**config.mk**
```make
export PLATFORM = sky130hd
export DESIGN_NAME = imem_access_ctrl
export DESIGN_NICKNAME = d
export VERILOG_FILES = /design/src/rtl/imem_access_ctrl.sv
export SDC_FILE = /design/constraint.sdc
export NUM_CORES = 1
export LEC_CHECK = 0
export ABC_AREA = 0
export BUFFER_PORTS_ARGS = -buffer_cell sky130_fd_sc_hd__buf_2
export CAP_MARGIN = 25
export CORE_ASPECT_RATIO = 1.1
export CORE_MARGIN = 5
export CORE_UTILIZATION = 39
export CTS_BUF_LIST = sky130_fd_sc_hd__clkbuf_2
export DETAILED_ROUTE_END_ITERATION = 7
export GPL_TIMING_DRIVEN = 0
export PLACE_DENSITY = 0.84
export SYNTH_ARGS = -nofsm -noshare
export SYNTH_HDL_FRONTEND = slang
export SYNTH_SLANG_ARGS = --single-unit
```
**constraint.sdc**
```tcl
create_clock -name clk -period 2.3 [get_ports clk]
set_input_delay 0.46 -clock clk [delete_from_list [all_inputs] [get_ports clk]]
set_output_delay 0.46 -clock clk [all_outputs]
set_load 0.03 [all_outputs]
```
**src/rtl/imem_access_ctrl.sv**
```systemverilog
// Single-port 64K x 16 instruction memory arbiter: CPU fetch (read) vs loader (write), BOOT/RUN/DRAIN phases.
// Optional write protection of the low boot region after BOOT: define IMEM_WRITE_PROTECT_EN.
module imem_access_ctrl #(
  parameter int unsigned ADDR_W        = 16,
  parameter int unsigned DATA_W        = 16,
  parameter int unsigned STARVE_LIMIT  = 4,
  parameter int unsigned PROTECT_LIMIT = 32'h0100
) (
  input  logic              clk,
  input  logic              rst,
  input  logic              fetch_req,
  input  logic [ADDR_W-1:0] fetch_addr,
  output logic              fetch_gnt,
  output logic              fetch_valid,
  output logic [DATA_W-1:0] fetch_instr,
  input  logic              ld_valid,
  input  logic [ADDR_W-1:0] ld_addr,
  input  logic [DATA_W-1:0] ld_data,
  output logic              ld_ready,
  input  logic              ld_done,
  input  logic              boot_req,
  output logic              boot_busy,
  output logic [ADDR_W:0]   ld_count,
  output logic              ld_err,
  output logic [ADDR_W-1:0] mem_addr,
  output logic              mem_we,
  output logic [DATA_W-1:0] mem_wdata,
  input  logic [DATA_W-1:0] mem_rdata
);

  localparam int unsigned DW = $clog2(STARVE_LIMIT + 1);
  localparam logic [DW-1:0]   DEFER_MAX = DW'(STARVE_LIMIT);
  localparam logic [ADDR_W:0] CNT_MAX   = {1'b1, {ADDR_W{1'b0}}};

  typedef enum logic [1:0] {BOOT, RUN, DRAIN} state_t;

  state_t            state;
  logic [DW-1:0]     defer_cnt;
  logic [DATA_W-1:0] instr_q;
  logic              forced;
  logic              prot;
  logic              wr_en;

  always_comb begin
    fetch_gnt = 1'b0;
    ld_ready  = 1'b0;
    forced    = 1'b0;
    case (state)
      BOOT:  ld_ready = ld_valid;
      RUN: begin
        forced    = ld_valid && (defer_cnt == DEFER_MAX);
        fetch_gnt = fetch_req & ~forced;
        ld_ready  = ld_valid & ~fetch_gnt;
      end
      DRAIN: ld_ready = ld_valid;
      default: ;
    endcase
  end

`ifdef IMEM_WRITE_PROTECT_EN
  localparam logic [ADDR_W-1:0] PROT_A = PROTECT_LIMIT[ADDR_W-1:0];
  // Protected writes still complete the handshake so the loader never stalls on them.
  assign prot = (state != BOOT) && (ld_addr < PROT_A);
`else
  assign prot = 1'b0;
`endif

  assign wr_en     = ld_ready & ~prot;
  assign mem_we    = wr_en;
  assign mem_addr  = fetch_gnt ? fetch_addr : (ld_ready ? ld_addr : '0);
  assign mem_wdata = ld_ready ? ld_data : '0;

  // The memory output register already provides the one-cycle latency; instr_q only holds it afterwards.
  assign fetch_instr = fetch_valid ? mem_rdata : instr_q;

  always_ff @(posedge clk) begin
    if (rst) begin
      state       <= BOOT;
      boot_busy   <= 1'b1;
      fetch_valid <= 1'b0;
      instr_q     <= '0;
      ld_count    <= '0;
      ld_err      <= 1'b0;
      defer_cnt   <= '0;
    end else begin
      fetch_valid <= fetch_gnt;
      if (fetch_valid) instr_q <= mem_rdata;
      ld_err <= ld_ready & prot;
      if (wr_en && ld_count != CNT_MAX) ld_count <= ld_count + 1'b1;
      if (state == RUN && ld_valid && !ld_ready) defer_cnt <= defer_cnt + 1'b1;
      else                                       defer_cnt <= '0;
      case (state)
        BOOT: if (ld_done) begin
          state     <= RUN;
          boot_busy <= 1'b0;
        end
        RUN: if (boot_req) begin
          boot_busy <= 1'b1;
          if (fetch_gnt) state <= DRAIN;
          else begin
            state    <= BOOT;
            ld_count <= '0;
          end
        end
        DRAIN: begin
          state    <= BOOT;
          ld_count <= '0;
        end
        default: state <= BOOT;
      endcase
    end
  end

endmodule

```
# --- Word level (Yosys, flattened, before mapping) ---
# Index checks and enable logic that the tools add are counted.
word_totals:
  ff_bits: 40
  latch_bits: 0
  mem_bits_rw: 0
  romBits: 0
  input_bits: 70
  output_inout_bits: 71
  wordCells: 47
  n_memories: 0
op_classes:
  addsub: 2
  n_mul: 0
  n_div: 0
  order_cmp: 0
  eq_ne: 6
  n_shift: 0
  muxes: 17
  bitwise: 5
  n_reduce_logical: 11
op_table:
  columns: ["operator", "count"]
  rows:
  - ["two-way mux 16 bit", 4]
  - ["two-way mux 17 bit", 3]
  - ["one-hot mux 17 bit (2 select lines)", 1]
  - ["adder 17 x 1 -> 17 bit (second input constant)", 1]
  - ["!= test 17 bit (second input constant)", 1]
  - ["two-way mux 2 bit", 3]
  - ["logical AND 1 bit", 4]
  - ["!= test 2 bit (second input constant)", 2]
  - ["one-hot mux 1 bit (2 select lines)", 2]
  - ["one-hot mux 2 bit (2 select lines)", 1]
  - ["OR reduction 2 bit", 2]
  - ["adder 3 x 1 -> 3 bit (second input constant)", 1]
  - ["equality test 3 bit (second input constant)", 1]
  - ["two-way mux 1 bit", 3]
  - ["inverter 1 bit", 3]
  - ["AND reduction 3 bit", 1]
  - ["AND 1 bit", 2]
  - ["equality test 2 x 1 -> 1 bit (second input constant)", 1]
  - ["equality test 2 bit (second input constant)", 1]
  - ["zero test 2 bit", 1]
  - ["AND reduction 2 bit", 1]
  - ["nonzero test 2 bit", 1]
  - ["zero test 1 bit", 1]

# --- Depth between registers and ports, before layout ---
logic_depth:
  word_depth: 12
  depth_mapped: 8
  depth_no_buf: 7

# --- Worst setup path after synthesis ---
# OpenSTA, ideal clock, no wires.
synth_path:
  path_kind: "reg2out"
  start: "register defer_cnt[0]"
  end: "output port mem_addr[10]"
  t_arrival_ps: 2004
  t_required_ps: 1840
  path_slack_ps: -164
  stages_incl_launch_ff: 8
  path_buffers: 2
  cell_sequence: "dfxtp_1 > inv_1 > ha_1 > nand3_1 > and3_1 > clkbuf_1 > buf_1 > a22o_1"
synth_via:
  word_cells_on_any_way: 10
  classes_between: "eq/ne: 1; mux: 4; bitwise: 4; reduce/logical: 1"
synth_rtl:
  columns: ["element", "line", "rtl"]
  rows:
  - ["start, declared", "38", "logic [DW-1:0] defer_cnt;"]
  - ["start signal, assigned", "90", "if (state == RUN && ld_valid && !ld_ready) defer_cnt <= defer_cnt + 1'b1;"]
  - ["equality test 3 bit", "51", "forced = ld_valid && (defer_cnt == DEFER_MAX);"]
  - ["logical AND 1 bit", "51", null]
  - ["inverter 1 bit", "52", "fetch_gnt = fetch_req & ~forced;"]
  - ["AND 1 bit", "52", null]
  - ["two-way mux 1 bit", "48", "case (state)"]
  - ["named net fetch_gnt", "13", "output logic fetch_gnt,"]
  - ["two-way mux 16 bit", "70", "assign mem_addr = fetch_gnt ? fetch_addr : (ld_ready ? ld_addr : '0);"]
  - ["end, declared", "25", "output logic [ADDR_W-1:0] mem_addr,"]
# The timed path passes the listed nets, and every way through them passes these cells.

# --- Worst setup path in the final report ---
layout_path:
  start: "register defer_cnt[0]"
  end: "output port mem_addr[10]"
layout_via:
  elab_chain_cells: 9
  word_cells_on_any_way: 10
  classes_between: "eq/ne: 1; mux: 4; bitwise: 4; reduce/logical: 1"
layout_lines:
  columns: ["element", "line", "rtl"]
  rows:
  - ["equality test 3 bit (*)", "51", null]
  - ["logical AND 1 bit (*)", "51", null]
  - ["inverter 1 bit (*)", "52", null]
  - ["AND 1 bit (*)", "52", null]
  - ["inverter 1 bit", "53", "ld_ready = ld_valid & ~fetch_gnt;"]
  - ["AND 1 bit", "53", null]
  - ["one-hot mux 1 bit (2 select lines)", "48", null]
  - ["two-way mux 16 bit", "70", null]
  - ["two-way mux 16 bit (*)", "70", null]
# Every way passes the cells marked *; elsewhere a longest branch is shown, timed or not.

==> flow_summary_export.csv <==
group,metric,value,unit
cts,clock-sinks,40,
pwr,powerDensity,618,nW/µm²
yosys,synth_cell_type_count,36,
floorplanning,dieArea,7110,µm²
cts,clkTransAtPathRegs,0.19,ns
yosys,yosys.area.top_type,"dfxtp_1",
yosys,netlist_instances,237,
critical_path,r2r_end,"ld_count[11]$_SDFF_PP0_",
critical_path,reg2reg_depth,9,
placed_design,place.gp.congestion,0.902,
run_status,status,"complete, but fails checks",
critical_path,crit_path_end_kind,"output port",
sta,hold_slack,0.399,ns
flow_run,maxCapViolations,0,
floorplanning,coreArea,5360,µm²
cts,cts_tree,"done",
sta,setup_viol,34,
global_routing,overflow,0,
cts,clock_path_buffers,2,
critical_path,cp.arrival,2.16,ns
cells_and_area,drive_gt1_share,56.5,%
cts,htree_levels,2,
sta,max_freq,0.382,GHz
cells_and_area,final_cell_mix,"buf_2, buf_6, dfxtp_1",
placed_design,io_buffers,139,
global_routing,antenna_found_initial,0,
yosys,avgSynthCellArea,9.09,µm²
critical_path,rrSetupSlack,0.20,ns
global_routing,grt_max_degree,12,
yosys,synth_nets,316,
sta,timing_hold_violations_final,0,
critical_path,path_class,"reg -> out",
worst_hold_path,min_to,"defer_cnt[1]$_SDFF_PP0_",
floorplanning,die_w,80.8,µm
floorplanning,initial_core_util,40.2,%
worst_hold_path,min_path_type,"in -> reg",
yosys,synthesis.area,2150,µm²
drt,wirelength,7.36,mm
sta,final.min_clock_period,2.62,ns
drt,drt-pass1-iter-count,4,
worst_hold_path,hold_depth,3,
placed_design,dpl-instance-area,2960,µm²
cts,clk_latency,0.37,ns
pwr,leakage,1.75,nW
placed_design,hpwl,4.81,mm
critical_path,cpPeakStageDelay,0.36,ns
floorplanning,rows,28,
cells_and_area,fin_area,3530,µm²
critical_path,cp_max_fo,5,
sta,fin_ws,-0.318,ns
cells_and_area,antennaDiodeCount,0,
global_routing,first_global_vias,2439,
critical_path,critPathLaunchType,"register",
cells_and_area,mostFrequentLayoutCell,"buf_2",
yosys,synth_seq_cells,40,
critical_path,cp_slowest_cell,"dfxtp_2",
yosys,synth_top_area_share,37.2,%
sta,rsz0062_at_grt,"true",
run_status,violations,"negative setup slack",
critical_path,crit_required,1.84,ns
cells_and_area,nNetsFinal,471,
worst_hold_path,hp-start,"rst",
yosys,synth_area_leaders,"dfxtp_1, mux2_2, a22o_1",
drt,wl_per_cell,15.7,µm
global_routing,grt_pass1_wl,11.4,mm
sta,post-route-period-util,114,%
drt,antenna_left,0,
floorplanning,ios,141,
placed_design,preCtsSetupSlack,-0.410,ns
cells_and_area,area_delta_synth_final,64.1,%
drt,vias,2328,
floorplanning,die_h,87.9,µm
drt,vias_per_cell,4.97,
yosys,synth-warning-count,0,
cts,cts_root_buf,"clkbuf_2",
global_routing,grt.total_usage,20.6,%
sta,slew_viol_final,0,
critical_path,path_cells,"inv_1 -> ha_2 -> a211oi_4 -> a2111oi_4 -> nor2b_4 -> buf_6 -> a22o_1 -> buf_6",
cts,cts_buffers,5,
critical_path,crit_top_cell,"buf_6",
sta,fin_worst_skew,0.0172,ns
critical_path,rr_startpoint,"defer_cnt[0]$_SDFF_PP0_",
drt,drt_iter0_drc,100,
cells_and_area,fin_util,65.9,%
yosys,ys_seq_area_share,37.2,%
drt,drc,0,
pwr,ir_drop,0.393,mV
worst max-delay path by stage:
stage                                       start            to  slack (ns)
after floorplan             state[0]$_SDFFE_PP0P_  mem_addr[10]       -0.12
after CTS                   state[1]$_SDFFE_PP0P_   mem_addr[4]       -0.27
after global placement      state[0]$_SDFFE_PP0P_  mem_addr[13]       -0.33
after global routing        state[1]$_SDFFE_PP0P_  mem_addr[10]       -0.45
after detailed placement    state[1]$_SDFFE_PP0P_   mem_addr[7]       -0.41
final                     defer_cnt[0]$_SDFF_PP0_  mem_addr[10]       -0.32
cell families after synthesis:
family / Yosys count / synth area share [%]
AND/OR/NAND/NOR: 100 / 26.1
flip-flops: 40 / 37.2
AO/OA/AOI/OAI: 29 / 11.3
buffers and inverters: 26 / 5.05
multiplexers: 18 / 9.30
XOR/XNOR: 14 / 5.69
adder cells (fa/ha/maj): 9 / 5.23
other: 1 / 0.174
per-layer routing:
| layer | GRT usage [%] | vias to the layer above | share of wire, % |
|---|---|---|---|
| li1 | - | 1128 | - |
| met1 | 21.1 | 1088 | 36 |
| met2 | 39.7 | 94 | 55 |
| met3 | 4.84 | 18 | 6.7 |
| met4 | 7.99 | 0 | 2.6 |
| met5 | 0 | - | 0 |
power breakdown:
group | total (mW) | internal [mW] | switching, mW
logic | 1.14 | 0.543 | 0.593
clock network | 0.300 | 0.0816 | 0.219
registers | 0.749 | 0.724 | 0.0246
total | 2.19 | 1.35 | 0.836
synth_stat cells:
| master | instances |
|---|---|
| dfxtp_1 | 40 |
| and2_1 | 19 |
| nor2_1 | 19 |
| nor2b_1 | 19 |
| a22o_1 | 16 |
| mux2_2 | 16 |
| xor2_1 | 12 |
| inv_1 | 10 |
| nand3_1 | 10 |
| clkbuf_1 | 9 |
| ha_1 | 9 |
| nand2_1 | 7 |
| nand4_1 | 7 |
| a21oi_1 | 5 |
| and3_1 | 5 |
| nor4_1 | 4 |
| o21ai_0 | 3 |
| or3_1 | 3 |
| buf_1 | 2 |
| buf_2 | 2 |
| buf_4 | 2 |
| mux2i_1 | 2 |
| nor4b_1 | 2 |
| xnor2_1 | 2 |
| a2111oi_4 | 1 |
| a211o_1 | 1 |
| a211oi_1 | 1 |
| a221o_1 | 1 |
| a2bb2oi_1 | 1 |
| and4_1 | 1 |
| clkbuf_2 | 1 |
| conb_1 | 1 |
| nand4_2 | 1 |
| nor3_1 | 1 |
| or2_2 | 1 |
| or4_1 | 1 |
flip-flops by register name, indices dropped and copies added (netlist names):
signal	count
fetch_valid	1
defer_cnt	3
state	2
instr_q	16
boot_busy	1
ld_count	17
through the flow:
stage / setup TNS [ns] / cells / power, mW
2_1_floorplan: -0.487 / 237 / 1.31
3_3_place_gp: -5.02 / 451 / 1.52
3_5_place_dp: -7.13 / 451 / 1.54
4_1_cts: -6.74 / 468 / 2.17
5_1_grt: -10.93 / 468 / 2.30
6_report: -6.75 / 468 / 2.19
worst max-delay path: cells and delay by family, from the launching register on:
kind	cells	cell delay, ns
AO/OA/AOI/OAI	3	0.56
buffers and inverters	3	0.36
flip-flops	1	0.36
AND/OR/NAND/NOR	1	0.30
adder cells (fa/ha/maj)	1	0.21
area by class of cell:
cell class	count	area, µm²
tap	75	93.8
clock inverter	1	3.75
multi-input combinational	171	1410
inverter	10	42.5
fill	452	1830
sequential	40	812
buffer	14	118
clock buffer	7	35.0
timing repair buffer	150	1020
what timing repair did:
action | 4_1_cts | 5_1_grt
hold buffers | 0 | 0
cloned | 2 | 0
pin swaps | 20 | 5
setup buffers | 9 | 0
hold endpoints to repair | 0 | 0
resized for setup | 129 | 6
setup endpoints to repair | 45 | 45
No activity file was read; power rests on OpenSTA's default activity.
